$ cat src/rtl/sequential_divider.sv
// Iterative restoring divider: unsigned OperX / OperY, one quotient bit per clock.
// Start/Busy/Done handshake; a zero divisor finishes early with DivByZero set.
module sequential_divider #(
  parameter int OPER1_LENGTH = 3,
  parameter int OPER2_LENGTH = 3
) (
  input  logic                    CLK,
  input  logic                    RST,
  input  logic                    Start,
  input  logic [OPER1_LENGTH-1:0] OperX,
  input  logic [OPER2_LENGTH-1:0] OperY,
  output logic [OPER1_LENGTH-1:0] Quotient,
  output logic [OPER2_LENGTH-1:0] Remainder,
  output logic                    Busy,
  output logic                    Done,
  output logic                    DivByZero
);

  // state  | meaning
  // IDLE   | waiting for Start; operands latched on the accepting edge
  // CALC   | one restoring step per edge, OPER1_LENGTH steps
  // FINISH | publish results, pulse Done, return to IDLE
  typedef enum logic [1:0] {IDLE, CALC, FINISH} state_t;

  localparam int CW = $clog2(OPER1_LENGTH + 1);

  state_t                  state_q, state_d;
  logic [OPER1_LENGTH-1:0] dvd_q, dvd_d;
  logic [OPER2_LENGTH-1:0] dvs_q, dvs_d;
  logic [OPER2_LENGTH-1:0] rem_q, rem_d;
  logic [CW-1:0]           cnt_q, cnt_d;
  logic                    zero_q, zero_d;
  logic [OPER1_LENGTH-1:0] quot_q, quot_d;
  logic [OPER2_LENGTH-1:0] remo_q, remo_d;
  logic                    done_q, done_d;
  logic                    dbz_q, dbz_d;
  logic [OPER2_LENGTH:0]   r_shift, trial;

  // A restored remainder is always below the divisor, so the top bit of the
  // (OPER2_LENGTH+1)-bit partial remainder is only ever non-zero in r_shift.
  always_comb begin
    state_d = state_q;
    dvd_d   = dvd_q;
    dvs_d   = dvs_q;
    rem_d   = rem_q;
    cnt_d   = cnt_q;
    zero_d  = zero_q;
    quot_d  = quot_q;
    remo_d  = remo_q;
    dbz_d   = dbz_q;
    done_d  = 1'b0;
    r_shift = {rem_q, dvd_q[OPER1_LENGTH-1]};
    trial   = r_shift - {1'b0, dvs_q};
    case (state_q)
      IDLE: begin
        if (Start) begin
          dvd_d   = OperX;
          dvs_d   = OperY;
          rem_d   = '0;
          cnt_d   = CW'(OPER1_LENGTH);
          zero_d  = (OperY == '0);
          state_d = (OperY == '0) ? FINISH : CALC;
        end
      end
      CALC: begin
        dvd_d = {dvd_q[OPER1_LENGTH-2:0], ~trial[OPER2_LENGTH]};
        rem_d = trial[OPER2_LENGTH] ? r_shift[OPER2_LENGTH-1:0] : trial[OPER2_LENGTH-1:0];
        cnt_d = cnt_q - CW'(1);
        if (cnt_q == CW'(1)) state_d = FINISH;
      end
      FINISH: begin
        done_d  = 1'b1;
        state_d = IDLE;
        if (zero_q) begin
          quot_d = '1;
          remo_d = '0;
          dbz_d  = 1'b1;
        end else begin
          quot_d = dvd_q;
          remo_d = rem_q;
          dbz_d  = 1'b0;
        end
      end
      default: state_d = IDLE;
    endcase
  end

  always_ff @(posedge CLK or posedge RST) begin
    if (RST) begin
      state_q <= IDLE;
      dvd_q   <= '0;
      dvs_q   <= '0;
      rem_q   <= '0;
      cnt_q   <= '0;
      zero_q  <= 1'b0;
      quot_q  <= '0;
      remo_q  <= '0;
      done_q  <= 1'b0;
      dbz_q   <= 1'b0;
    end else begin
      state_q <= state_d;
      dvd_q   <= dvd_d;
      dvs_q   <= dvs_d;
      rem_q   <= rem_d;
      cnt_q   <= cnt_d;
      zero_q  <= zero_d;
      quot_q  <= quot_d;
      remo_q  <= remo_d;
      done_q  <= done_d;
      dbz_q   <= dbz_d;
    end
  end

  assign Quotient  = quot_q;
  assign Remainder = remo_q;
  assign Busy      = (state_q != IDLE);
  assign Done      = done_q;
  assign DivByZero = dbz_q;

endmodule
$ cat config.mk
export PLATFORM = sky130hd
export DESIGN_NAME = sequential_divider
export DESIGN_NICKNAME = d
export VERILOG_FILES = /design/src/rtl/sequential_divider.sv
export SDC_FILE = /design/constraint.sdc
export NUM_CORES = 1
export LEC_CHECK = 0
export CAP_MARGIN = 20
export CORE_ASPECT_RATIO = 0.9
export CORE_MARGIN = 2
export CORE_UTILIZATION = 56
export CTS_CLUSTER_SIZE = 10
export DETAILED_ROUTE_END_ITERATION = 6
export PLACE_DENSITY = 0.89
export SLEW_MARGIN = 0
export SYNTH_ARGS = -nofsm -noshare
export SYNTH_HDL_FRONTEND = slang
export SYNTH_SLANG_ARGS = --single-unit
$ cat constraint.sdc
create_clock -name CLK -period 5.3 [get_ports CLK]
set_input_delay 1.06 -clock CLK [delete_from_list [all_inputs] [get_ports CLK]]
set_output_delay 1.06 -clock CLK [all_outputs]
set_load 0.02 [all_outputs]
---- Word level (Yosys, flattened, before mapping) ----
Cells that the tools add are included.
cells by class
  add/subtract/negate cells ............... 2
  equal/unequal tests ..................... 5
  muxes and demuxes ....................... 15
  bitwise operators ....................... 1
  reduce and logical (&&, ||, !) cells .... 7
operator list
  kind                                                                   count
  3-bit 2-to-1 mux                                                       5
  3-bit one-hot mux with 2 select lines                                  2
  2-bit 2-to-1 mux                                                       4
  2-bit one-hot mux with 2 select lines                                  2
  2-bit AND reduction                                                    3
  2-bit by 1-bit equality test with 1-bit output, second input constant  2
  2-bit inequality test, second input constant                           2
  2-bit nonzero test                                                     2
  4-bit by 3-bit subtractor with 4-bit output                            1
  3-bit zero test                                                        1
  2-bit equality test, second input constant                             1
  2-bit zero test                                                        1
  1-bit 2-to-1 mux                                                       2
  2-bit by 1-bit subtractor with 2-bit output, second input constant     1
  1-bit NOT                                                              1
word-level totals
  register bits ........................... 22
  input port bits ......................... 9
  output and inout port bits .............. 9
  logic and storage cells ................. 40

---- Depth between registers and ports, before layout ----
  depth in word-level cells ............... 4
  mapped depth ............................ 7
  depth with buffers taken out ............ 7

---- Worst setup path after synthesis ----
No wires, ideal clock.
  path kind ............................... flip-flop to output port
  start point ............................. register state_q[0]
  end point ............................... output Busy
  data arrival time ....................... 0.728 ns
  data required time ...................... 4.240 ns
  path slack .............................. 3.512 ns
  cell stages (with the launch flop) ...... 4
  buffers on the path ..................... 1
  cells stage by stage .................... dfrtp_1 buf_4 nor2_1 inv_1
on the way
  longest elaborated chain between the ends .. 1
RTL lines
  element                   RTL line  RTL
  start: declaration        27        state_t state_q, state_d;
  start signal: assignment  101       state_q <= state_d;
  2-bit nonzero test        116       assign Busy = (state_q != IDLE);
  end: declaration          14        output logic Busy,
No other way between the ends.

---- Worst setup path in the final report ----
Same ends and word-level chain as after synthesis.

==> results.txt <==
----------------------------------------------------
[Place]
  Detail Placement HPWL ... 1.55 mm
  Post-DP Area ... 1330 um2
  Routability cong. ... 0.743
  IO Port Bufs ... 17
  Worst slack, placed ... 2950 ps

[STA]
  Total negative slack for setup checks ... 0 ps
  Shortest period the worst path allows ... 2620 ps
  Final-report setup violation count ... 0
  Number of pins exceeding their max-slew limit in the final report ... 0
  Worst hold slack ... 495 ps
  Clock skew after layout ... 9.79 ps
  Worst slew margin relative to its limit ... 0.449
  Tcrit/Tclk final ... 0.495
  Worst Max-Slew Pin Slew ... 825 ps
  Setup repair after global routing missed its margin ... false
  Maximum clock frequency ... 0.381 GHz
  Min setup slack post-route ... 2680 ps
  Number of endpoints with negative hold slack in the final report ... 0

[Global route]
  Via count of the first global-routing pass ... 795
  Pin count of the biggest net entering global routing ... 23
  Wire length of the first global-routing pass ... 3.39 mm
  Gr ovfl total ... 0
  Total Routing Usage GR ... 0.191
  Number of antenna violations at the first check in global routing ... 0

[Pwr]
  Power per Cell Area ... 609 nW/um2
  Static leakage ... 0.632 nW
  Maximum ir drop on the vdd rail ... 407 uV
  Total Power ... 0.000839 W

[Finish]
  Filler cells ... 157
  Multi-input combinational cell area ... 544 um2
  Most frequent cells in the layout ... 22 x dfrtp_1, 17 x clkdlybuf4s50_1, 15 x nand2_1, 11 x o21ai_0, 8 x inv_1
  Area of all sequential standard cells ... 551 um2
  Synth-to-Final Area Change ... 20.3%
  Layout cells sized above 1 ... 0.121
  Number of diodes ... 0
  Most common cell after layout, fill and taps aside ... dfrtp_1
  Post-route standard cell area excluding fillers ... 1380 um2
  Net count, final ... 147

[Detailed routing]
  DRC violation count after routing ... 0
  Detail-routed via count per cell ... 5.55
  DRT antenna net count ... 0
  Vias ... 872
  Drt first pass iters ... 4
  Number of DRC markers after the initial detailed-route iteration ... 13
  Wire length after detailed routing ... 1.99 mm
  Mean routed wirelength per cell ... 12.7 um

[Die]
  IO Pins ... 18
  Die footprint ... 2420 um2
  Starting utilization of the core area ... 0.593
  Core footprint ... 1930 um2
  Die Height ... 46.9 um
  Die width ... 51.7 um
  Site row count ... 15

[Hold path]
  Hold crit path type ... reg -> reg

[Setup path]
  Critical setup path kind ... reg -> out
  CP required ... 4240 ps
  Crit start category ... register
  Worst Setup End Kind ... output port
  Maximum fanout count along the critical path ... 9
  Arr. time, crit path ... 1560 ps

[Clocking]
  Clock tree from TritonCTS ... built
  Clock Path Buffers ... 2
  CTS hold repair buffers ... 0
  Clock transition at the register clock pins on the worst setup and hold paths after CTS ... 120 ps
  Cts bufs inserted ... 3
  H-tree level count ... 1
  Clock root buffer master ... clkbuf_4
  Clock tree sinks ... 22
  Cts repair resizes ... 0
  Post-CTS setup buffer count ... 0
  Later-pin clock latency in the skew report ... 300 ps

[Run]
  Count of max-cap constraint violations ... 0

[Synthesis]
  Count of different cell masters after synthesis ... 30
  Post-Synthesis Cells ... 115
  Total of flip-flops plus latches after synthesis ... 22
  Share of synthesized area occupied by flip-flops and latches ... 0.480
  Number of enable flip-flop cells after synthesis ... 0
  Flip-flop cell with the highest count after synthesis ... dfrtp_1
  Warnings from Yosys ... 0
  Mean cell area of the mapped netlist ... 9.97 um2
  Post-synth net total ... 129
  FFs w/ async S/R, synth ... 1.00
  Mapped cell area ... 1150 um2

[Run status]
  Outcome ... completed

----------------------------------------------------
metrics by stage:
stage               std cells  utilization
finish                    157        0.713
global route              157        0.713
CTS                       157        0.713
detailed placement        153        0.686
global placement          153        0.686
floorplan                 115            -
worst max-delay path: stages (launching register included):
cell and delay [ps]:
dfrtp_1 520, nor2_1 100, inv_1 60, clkdlybuf4s50_1 590
power breakdown:
group / total (W) / internal (W) / switching [W]
registers: 0.000306 / 0.000237 / 0.0000687
logic: 0.000409 / 0.000200 / 0.000209
clock network: 0.000125 / 0.0000765 / 0.0000481
cells in the mapped netlist (2+ instances only):
| library cell | n | area [um2] |
|---|---|---|
| xnor2_1 | 2 | 17.5 |
| buf_2 | 2 | 10.0 |
| and3_1 | 2 | 12.5 |
| o21ai_0 | 11 | 55.1 |
| nand2_1 | 15 | 56.3 |
| nor3_1 | 3 | 15.0 |
| nor2b_1 | 2 | 12.5 |
| ha_1 | 4 | 50.1 |
| mux2_2 | 7 | 78.8 |
| nand2b_1 | 7 | 43.8 |
| nand3_1 | 3 | 15.0 |
| a211o_2 | 2 | 20.0 |
| nor2_1 | 6 | 22.5 |
| and3b_1 | 2 | 17.5 |
| dfrtp_1 | 22 | 551 |
| inv_1 | 8 | 30.0 |
| a21oi_1 | 3 | 15.0 |
| nand4_1 | 2 | 12.5 |
worst paths after layout:
check | from | to | slack [ps] | cells past startpoint
worst max-delay path | state_q[0]$_DFFE_PP0P_ | Busy | 2680 | 3
worst min-delay path | Remainder[0]$_DFFE_PP0P_ | Remainder[0]$_DFFE_PP0P_ | 490 | 2
worst max register to register | dvd_q[2]$_DFFE_PP0P_ | rem_q[2]$_DFFE_PP0P_ | 3450 | 7
worst min register to register | Remainder[0]$_DFFE_PP0P_ | Remainder[0]$_DFFE_PP0P_ | 490 | 2
max in group asynchronous | RST | state_q[0]$_DFFE_PP0P_ | 3580 | 2
min in group asynchronous | RST | Remainder[1]$_DFFE_PP0P_ | 1200 | 2
cells by family (layout without fill, tap and decap cells):
group | Yosys count | after routing | share of synthesized area
AOI/OAI and AO/OA | 21 | 21 | 0.112
DFF | 22 | 22 | 0.480
xor gates and xnor gates | 2 | 2 | 0.0153
and+or+nand+nor | 45 | 45 | 0.208
muxes | 8 | 8 | 0.0775
buffers and inverters | 12 | 29 | 0.0448
adders and majority gates | 5 | 5 | 0.0611
cell type report:
cell class / instances / share of cell area
tap: 25 / 0.0227
multi-input combinational: 81 / 0.395
sequential: 22 / 0.399
timing repair buffer: 17 / 0.123
clock buffer: 3 / 0.0163
inverter: 8 / 0.0218
clock inverter: 1 / 0.0218
registers in the layout (all words and copies together), names as in the netlist:
register and cells:
state_q 2, dvs_q 3, DivByZero 1, rem_q 3
Quotient 3, Done 1, cnt_q 2, zero_q 1
dvd_q 3, Remainder 3
metal layers:
metal,vias to the layer above,global-route usage,wire (um)
met2,30,0.356,1040
met5,-,0,0
met1,416,0.231,854
li1,426,-,-
met4,0,0.0316,0
met3,0,0.0478,97
Power figures use the tool's default switching activity.
